`config.mk`:
```
export PLATFORM = sky130hd
export DESIGN_NAME = image_frame_sequencer
export DESIGN_NICKNAME = d
export VERILOG_FILES = /design/src/rtl/image_frame_sequencer_pkg.sv /design/src/rtl/image_frame_sequencer_read_port_arbiter.sv /design/src/rtl/image_frame_sequencer.sv
export SDC_FILE = /design/constraint.sdc
export NUM_CORES = 1
export LEC_CHECK = 0
export ABC_AREA = 0
export BUFFER_PORTS_ARGS = -buffer_cell sky130_fd_sc_hd__buf_2
export CORE_UTILIZATION = 31
export DETAILED_ROUTE_END_ITERATION = 6
export PLACE_DENSITY_LB_ADDON = 0.05
export SETUP_SLACK_MARGIN = 0.5
export SYNTH_ARGS = -nofsm -noshare
export SYNTH_HDL_FRONTEND = slang
export SYNTH_SLANG_ARGS = --single-unit
```
`constraint.sdc`:
```
create_clock -name pi_clk -period 2.2 [get_ports pi_clk]
set_clock_uncertainty 0.05 [all_clocks]
set_input_delay 0.44 -clock pi_clk [delete_from_list [all_inputs] [get_ports pi_clk]]
set_output_delay 0.44 -clock pi_clk [all_outputs]
set_load 0.02 [all_outputs]
```
`src/rtl/image_frame_sequencer_pkg.sv`:
```
// Shared definitions for the image buffer, the frame sequencer and the engine:
// sequencer state encoding, default frame geometry and derived frame size.
package image_pkg;

  typedef enum logic [1:0] {
    IDLE = 2'd0,
    LOAD = 2'd1,
    RUN  = 2'd2,
    DONE = 2'd3
  } state_t;

  localparam int IMG_HEIGHT = 20;
  localparam int IMG_WIDTH  = 30;
  localparam int IMG_DEPTH  = 3;
  localparam int IMG_ADDR_W = 11;

  // Number of bytes in one frame (rows * columns * channels).
  function automatic int frame_bytes(input int h, input int w, input int d);
    return h * w * d;
  endfunction

  localparam int IMG_N = frame_bytes(IMG_HEIGHT, IMG_WIDTH, IMG_DEPTH);

endpackage

```
`src/rtl/image_frame_sequencer_read_port_arbiter.sv`:
```
// Combinational fixed-priority arbiter for the image buffer's single read port.
// The engine wins only while inference runs; debug is served whenever the
// engine is not using the port and no frame is being loaded.
module read_port_arbiter
  import image_pkg::*;
#(
  parameter int ADDR_W = IMG_ADDR_W
) (
  input  state_t            i_state,
  input  logic              i_eng_req,
  input  logic [ADDR_W-1:0] i_eng_addr,
  input  logic              i_dbg_req,
  input  logic [ADDR_W-1:0] i_dbg_addr,
  output logic              o_eng_gnt,
  output logic              o_dbg_gnt,
  output logic              o_rd_en,
  output logic [ADDR_W-1:0] o_rd_addr
);

  // Grant selection by sequencer state, then read-port steering.
  always_comb begin
    o_eng_gnt = 1'b0;
    o_dbg_gnt = 1'b0;
    case (i_state)
      RUN: begin
        if (i_eng_req) begin
          o_eng_gnt = 1'b1;
        end else begin
          o_dbg_gnt = i_dbg_req;
        end
      end
      IDLE, DONE: begin
        o_dbg_gnt = i_dbg_req;
      end
      default: begin
        o_eng_gnt = 1'b0;
        o_dbg_gnt = 1'b0;
      end
    endcase
    o_rd_en = o_eng_gnt | o_dbg_gnt;
    if (o_eng_gnt) begin
      o_rd_addr = i_eng_addr;
    end else if (o_dbg_gnt) begin
      o_rd_addr = i_dbg_addr;
    end else begin
      o_rd_addr = {ADDR_W{1'b0}};
    end
  end

endmodule

```
`src/rtl/image_frame_sequencer.sv`:
```
// Frame sequencer: loads one RGB frame byte-by-byte into the image buffer,
// starts the inference engine when the frame is complete and shares the
// buffer read port between the engine and the debug/LED reader.
module image_frame_sequencer
  import image_pkg::*;
#(
  parameter int HEIGHT = IMG_HEIGHT,
  parameter int WIDTH  = IMG_WIDTH,
  parameter int DEPTH  = IMG_DEPTH,
  parameter int ADDR_W = IMG_ADDR_W
) (
  input  logic              pi_clk,
  input  logic              rst,
  input  logic [7:0]        gpio_pin,
  input  logic              write_enable,
  input  logic              start_frame,
  output logic              mem_wr_en,
  output logic [ADDR_W-1:0] mem_wr_addr,
  output logic [7:0]        mem_wr_data,
  output logic              eng_start,
  input  logic              eng_done,
  input  logic              eng_req,
  input  logic [ADDR_W-1:0] eng_addr,
  output logic              eng_gnt,
  input  logic              dbg_req,
  input  logic [ADDR_W-1:0] dbg_addr,
  output logic              dbg_gnt,
  output logic              mem_rd_en,
  output logic [ADDR_W-1:0] mem_rd_addr,
  output logic              frame_ready,
  output logic [1:0]        state,
  output logic              overflow
);

  localparam int N = frame_bytes(HEIGHT, WIDTH, DEPTH);
  localparam logic [ADDR_W-1:0] LAST_IDX = ADDR_W'(N - 1);
  localparam logic [ADDR_W-1:0] D_LAST   = ADDR_W'(DEPTH - 1);
  localparam logic [ADDR_W-1:0] W_LAST   = ADDR_W'(WIDTH - 1);
  localparam logic [ADDR_W-1:0] ZERO     = {ADDR_W{1'b0}};
  localparam logic [ADDR_W-1:0] ONE      = {{(ADDR_W-1){1'b0}}, 1'b1};

  state_t            r_state, w_state_nxt;
  logic [ADDR_W-1:0] r_h, r_w, r_d, r_count;
  logic [ADDR_W-1:0] w_h_nxt, w_w_nxt, w_d_nxt, w_count_nxt;
  logic              r_wr_en, w_wr_en_nxt;
  logic [ADDR_W-1:0] r_wr_addr, w_wr_addr_nxt;
  logic [7:0]        r_wr_data, w_wr_data_nxt;
  logic              r_eng_start, w_eng_start_nxt;
  logic              r_frame_ready, w_frame_ready_nxt;
  logic              r_overflow, w_overflow_nxt;

  // Next-state, counter and registered-output computation.
  always_comb begin
    w_state_nxt       = r_state;
    w_h_nxt           = r_h;
    w_w_nxt           = r_w;
    w_d_nxt           = r_d;
    w_count_nxt       = r_count;
    w_wr_en_nxt       = 1'b0;
    w_wr_addr_nxt     = r_wr_addr;
    w_wr_data_nxt     = r_wr_data;
    w_eng_start_nxt   = 1'b0;
    w_frame_ready_nxt = r_frame_ready;
    w_overflow_nxt    = r_overflow;
    case (r_state)
      IDLE, DONE: begin
        if (start_frame) begin
          w_state_nxt       = LOAD;
          w_h_nxt           = ZERO;
          w_w_nxt           = ZERO;
          w_d_nxt           = ZERO;
          w_count_nxt       = ZERO;
          w_frame_ready_nxt = 1'b0;
          w_overflow_nxt    = 1'b0;
        end else begin
          w_state_nxt = r_state;
        end
      end
      LOAD: begin
        if (write_enable) begin
          w_wr_en_nxt   = 1'b1;
          w_wr_addr_nxt = r_count;
          w_wr_data_nxt = gpio_pin;
          if (r_count == LAST_IDX) begin
            // Final byte: hand the frame to the engine on the same edge.
            w_state_nxt       = RUN;
            w_frame_ready_nxt = 1'b1;
            w_eng_start_nxt   = 1'b1;
            w_h_nxt           = ZERO;
            w_w_nxt           = ZERO;
            w_d_nxt           = ZERO;
            w_count_nxt       = ZERO;
          end else begin
            w_count_nxt = r_count + ONE;
            if (r_d == D_LAST) begin
              w_d_nxt = ZERO;
              if (r_w == W_LAST) begin
                w_w_nxt = ZERO;
                w_h_nxt = r_h + ONE;
              end else begin
                w_w_nxt = r_w + ONE;
              end
            end else begin
              w_d_nxt = r_d + ONE;
            end
          end
        end else begin
          w_wr_en_nxt = 1'b0;
        end
      end
      RUN: begin
        if (eng_done) begin
          w_state_nxt = DONE;
        end else begin
          w_state_nxt = RUN;
        end
      end
      default: begin
        w_state_nxt = IDLE;
      end
    endcase
    // A byte strobe outside LOAD is lost; flag it until the next frame is armed.
    if (write_enable && (r_state != LOAD)) begin
      w_overflow_nxt = 1'b1;
    end else begin
      w_overflow_nxt = w_overflow_nxt;
    end
  end

  // State, counter and output registers with synchronous reset.
  always_ff @(posedge pi_clk) begin
    if (rst) begin
      r_state       <= IDLE;
      r_h           <= ZERO;
      r_w           <= ZERO;
      r_d           <= ZERO;
      r_count       <= ZERO;
      r_wr_en       <= 1'b0;
      r_wr_addr     <= ZERO;
      r_wr_data     <= 8'd0;
      r_eng_start   <= 1'b0;
      r_frame_ready <= 1'b0;
      r_overflow    <= 1'b0;
    end else begin
      r_state       <= w_state_nxt;
      r_h           <= w_h_nxt;
      r_w           <= w_w_nxt;
      r_d           <= w_d_nxt;
      r_count       <= w_count_nxt;
      r_wr_en       <= w_wr_en_nxt;
      r_wr_addr     <= w_wr_addr_nxt;
      r_wr_data     <= w_wr_data_nxt;
      r_eng_start   <= w_eng_start_nxt;
      r_frame_ready <= w_frame_ready_nxt;
      r_overflow    <= w_overflow_nxt;
    end
  end

  assign mem_wr_en   = r_wr_en;
  assign mem_wr_addr = r_wr_addr;
  assign mem_wr_data = r_wr_data;
  assign eng_start   = r_eng_start;
  assign frame_ready = r_frame_ready;
  assign overflow    = r_overflow;
  assign state       = r_state;

  read_port_arbiter #(
    .ADDR_W (ADDR_W)
  ) u_arb (
    .i_state    (r_state),
    .i_eng_req  (eng_req),
    .i_eng_addr (eng_addr),
    .i_dbg_req  (dbg_req),
    .i_dbg_addr (dbg_addr),
    .o_eng_gnt  (eng_gnt),
    .o_dbg_gnt  (dbg_gnt),
    .o_rd_en    (mem_rd_en),
    .o_rd_addr  (mem_rd_addr)
  );

endmodule

```
# Word-level counts from Yosys, hierarchy flattened
# Cells that the tools add are included.
totals:
  word_cells: 56
  reg_bits: 36
  input_bits: 37
classes:
  add_sub_neg: 1
  n_eq_ne: 8
  reduce_logical: 13
  mux: 23
  bitwise: 3
op_table:
  columns: ["cell", "n"]
  rows:
  - ["two-way mux 11 bit", 5]
  - ["case mux 11 bit (2 select lines)", 1]
  - ["adder 11 x 1 -> 11 bit, second input constant", 1]
  - ["== test 11 bit, second input constant", 1]
  - ["two-way mux 1 bit", 11]
  - ["two-way mux 2 bit", 3]
  - ["inequality test 2 bit, second input constant", 3]
  - ["case mux 2 bit (3 select lines)", 1]
  - ["AND reduction 3 bit", 2]
  - ["nonzero test 2 bit", 3]
  - ["== test 2 bit, second input constant", 2]
  - ["case mux 1 bit (2 select lines)", 2]
  - ["AND reduction 2 bit", 2]
  - ["AND reduction 4 bit", 1]
  - ["OR reduction 2 bit", 2]
  - ["OR reduction 3 bit", 1]
  - ["== test 2 x 1 -> 1 bit, second input constant", 1]
  - ["logical NOT 2 bit", 1]
  - ["inequality test 2 x 1 -> 1 bit, second input constant", 1]
  - ["inverter 1 bit", 2]
  - ["logical AND 1 bit", 1]
  - ["OR 1 bit", 1]

# Longest topological paths before layout
depth:
  depth_word: 5
  ltp_mapped: 7
  mapped_depth_nobuf: 6

# Modules after synthesis
# Synthesis repeated with hierarchy kept, for this count alone.
hier_totals:
  hier_cells: 208
  hier_area_um2: 1731.7
modules_own_cells:
  columns: ["module", "area_per_inst_um2", "instances", "cells_each"]
  rows:
  - ["image_frame_sequencer", 1520.2, 1, 182]
  - ["read_port_arbiter", 211.5, 1, 26]

# Worst setup path before layout
# Ideal clock, no wire load.
synth_path:
  kind: "reg2reg"
  start: "reg r_state[0] (netlist: state[0])"
  end: "reg r_count[10]"
  stages_incl_launch_ff: 8
  path_buffers: 1
  setup_time_ns: 0.070
  t_arrival_ns: 2.148
  synth_period_minus_slack_ns: 2.268
  path_slack_ns: -0.068
  path_cell_list: "dfxtp_1 inv_1 ha_1 nor2b_1 clkbuf_2 or3_4 or4_1 a21oi_1"
synth_via:
  elab_chain_cells: 4
  word_cells_on_any_way: 9
  classes_between: "4 x eq/ne; 1 x mux; 4 x reduce/logical"
synth_lines:
  columns: ["element", "line_no", "rtl"]
  rows:
  - ["start, declared", "image_frame_sequencer.sv:42", "state_t r_state, w_state_nxt;"]
  - ["start signal, assigned", "image_frame_sequencer.sv:145", "r_state <= w_state_nxt;"]
  - ["== test 2 bit or logical NOT 2 bit (tied branches)", "image_frame_sequencer.sv:65", "case (r_state)"]
  - ["OR reduction 2 bit", null, null]
  - ["inequality test 2 bit (no line) or nonzero test 2 bit (tied branches)", null, null]
  - ["AND reduction 3 bit (no line)", null, null]
  - ["end signal, assigned", "image_frame_sequencer.sv:149", "r_count <= w_count_nxt;"]
  - ["end, declared", "image_frame_sequencer.sv:43", "logic [ADDR_W-1:0] r_h, r_w, r_d, r_count;"]
# Parallel ways exist; a longest one is shown, timed or not.
# A chain may end at the register's enable or synchronous reset.

# Worst setup path after layout
layout_path:
  start: "reg r_state[0] (netlist: state[0])"
  end: "out mem_rd_addr[0]"
layout_via:
  elab_chain_cells: 5
  word_cells_on_any_way: 8
  classes_between: "2 x eq/ne; 4 x mux; 2 x reduce/logical"
layout_lines:
  columns: ["element", "line_no", "rtl"]
  rows:
  - ["== test 2 bit or logical NOT 2 bit (tied branches)", "image_frame_sequencer_read_port_arbiter.sv:24", "case (i_state)"]
  - ["OR reduction 2 bit", null, null]
  - ["case mux 1 bit (2 select lines)", "image_frame_sequencer_read_port_arbiter.sv:24", null]
  - ["two-way mux 11 bit", "image_frame_sequencer_read_port_arbiter.sv:43", "end else if (o_dbg_gnt) begin"]
  - ["two-way mux 11 bit (*)", "image_frame_sequencer_read_port_arbiter.sv:41", "if (o_eng_gnt) begin"]
  - ["end, declared", "image_frame_sequencer.sv:29", "output logic [ADDR_W-1:0] mem_rd_addr,"]
# Mark *: on every way between the ends. The rest lies on a longest branch, timed or not.

==> flow_summary.yaml <==
finish:
  syn_to_final_growth_pct: 61.5
  design_area_um2: 2670
  diodes: 0
  layout-drive-gt1-share_pct: 44.2
  final_common_cell: "nand2_1"
  layout.nets: 347
  layout_common_cells: "nand2_1, buf_2, dfxtp_1, a21oi_1, buf_6"
  finalNonFillerCells: 378
  fill_cells: 537
worst_setup_path:
  worstSetupStartpointType: "register"
  arrival_ns: 1.70
  crit_fanout: 7
  crit_path_end_kind: "output port"
  worstSetupPathType: "register to output port"
  cp.required_ns: 1.71
grt:
  grt_overflow: 0
  grt_antenna_before_repair: 0
  first_global_vias: 1618
  grt_max_degree: 23
  grt_pass1_wl_um: 7670
  grtUsageTotal_pct: 18.3
floorplanning:
  die_w_um: 75.1
  start_util_pct: 32.2
  ios: 76
  fp.coreArea_um2: 5140
  die_y_um: 75.1
  rows: 26
  dieArea_um2: 5640
placed_design:
  portBuffers: 75
  hpwl_um: 3260
  placed_cells: 361
  dpl_cell_area_um2: 2290
  place_ws_ns: 0.186
  gp_congestion: 0.733
timing:
  worstMarginPinSlew_ns: 0.441
  tns_ns: 0
  fmax_mhz: 457
  min_period_ns: 2.19
  finalHoldViolCount: 0
  timing.final.crit_share_pct: 99.5
  rsz0062_at_grt: "true"
  slew_violations: 0
  setup_viol: 0
  max_slew_margin_pct: 70.6
  fin_ws_ns: 0.0101
yosys:
  synth_area_um2: 1660
  synth_cell_types: 38
  synth_top_area_share_pct: 43.5
  yosysSeqAreaShare_pct: 43.5
  syn_nets: 259
  synth_area_leaders: "dfxtp_1, nand2_1, a21oi_1"
  synth.avg_cell_area_um2: 7.56
  synth-edff-count: 0
  synth_ff_type: "dfxtp_1"
  yosysTopAreaCell: "dfxtp_1"
  synth_cells: 219
  async_reset_ff_share_pct: 0
  synth_warnings: 0
  ys_ff_latch: 36
clocking:
  path_clk_slew_ns: 0.07
  ctsHoldBuffers: 0
  cts-root-buf: "clkbuf_8"
  clock_sinks: 36
  cts_inserted_buffers: 5
  htree_levels: 2
  cts_buffer_depth: 2
  clk_latency_ns: 0.29
  cts_tree: "built"
status:
  status: "finished clean"
routing:
  dr.pass1.iters: 4
  drtAntennaViolNets: 0
  wirelength_um: 4760
  wl_per_cell_um: 12.6
  vias: 1780
  drt_iter0_drc: 82
  viasPerCell: 4.71
  drcViolationCount: 0
flow_run:
  drv_cap: 0
pwr:
  peakVddDrop_mv: 0.733
  p_leak_nw: 1.12
  power_density_nw_per_um2: 1080
min_path:
  hold_class: "input port to register"
-- final timing paths --
path / slack (ns) / depth (start not counted) / start / end
worst max register to register: 0.23 / 6 / state[1] / r_count[10]
worst max-delay path: 0.01 / 7 / state[0] / mem_rd_addr[0]
worst min register to register: 0.40 / 2 / mem_wr_addr[10] / mem_wr_addr[10]
worst min-delay path: 0.33 / 3 / gpio_pin[3] / mem_wr_data[3]
-- logic make-up (layout without fill, tap and decap cells) --
family / after synthesis / count (layout) / share of synthesized area [%]
XOR/XNOR: 6 / 6 / 3.17
AO/OA/AOI/OAI: 47 / 48 / 16.5
buffers and inverters: 18 / 106 / 4.16
adder cells (fa/ha/maj): 3 / 3 / 2.27
flip-flops: 36 / 36 / 43.5
AND/OR/NAND/NOR: 107 / 107 / 29.2
multiplexers: 2 / 2 / 1.21
-- per-layer routing --
layer  routed length, µm  part of all wire [%]  global-route usage (%)  vias to the layer above
li1                    -                     -                       -                      918
met1                2180                    46                    22.8                      811
met2                2300                    48                    30.9                       44
met3                 212                   4.5                    4.15                        7
met4                  61                   1.3                    6.92                        0
met5                   0                     0                       0                        -
-- area by class of cell --
class	instances	area [µm²]	area share, %
Clock buffer	7	86.3	3.23
Clock inverter	1	6.26	0.234
Sequential cell	36	731	27.3
Multi-Input combinational cell	166	1100	41.3
Timing Repair Buffer	90	617	23.1
Inverter	7	33.8	1.26
Tap cell	70	87.6	3.28
Timing Repair inverter	1	7.51	0.281
-- per-stage QoR --
stage | hold slack, ns | util, % | total power, mW
final | 0.333 | 52.0 | 2.89
after global routing | 0.336 | 52.0 | 3.08
after CTS | 0.326 | 50.6 | 2.85
after detailed placement | 0.395 | 44.5 | 1.98
after global placement | 0.390 | 44.5 | 1.98
after floorplan | 0.398 | - | 1.65
-- power by group --
| part | leakage [nW] | internal, mW | switching (mW) |
|---|---|---|---|
| clock network | 0.0488 | 0.255 | 0.238 |
| registers | 0.294 | 0.716 | 0.0368 |
| logic | 0.777 | 0.762 | 0.887 |
-- registers in the layout, indices dropped and copies added, names as in the netlist --
register     count
frame_ready      1
mem_wr_data      8
mem_wr_en        1
eng_start        1
r_count         11
overflow         1
mem_wr_addr     11
state            2
-- cell usage after synthesis (2+ instances only) --
cell      number
buf_1          2
nor3_1         2
nor2b_1        3
o21ai_0       12
a21oi_1       24
nor4_1         2
nand3_1        5
a22oi_1        2
inv_1          7
clkbuf_1       8
xnor2_1        5
mux2i_1        2
dfxtp_1       36
nand2_1       68
a311oi_1       3
ha_1           3
nor4b_1        2
nand4_1        2
nor2_1        12
-- what timing repair did --
action | in CTS | in global routing
endpoints found under the setup margin | 28 | 26
resized for setup | 43 | 11
gates cloned | 3 | 0
pin swaps | 9 | 2
buffers inserted | 6 | 0
-- critical path, stage by stage, from the launching register on --
cell and delay (ns):
dfxtp_4 0.36, inv_2 0.04, ha_4 0.15, nor2b_1 0.12, o211ai_1 0.23, bufbuf_16 0.33
o21ai_2 0.06, buf_6 0.12
Power figures use the tool's default switching activity.
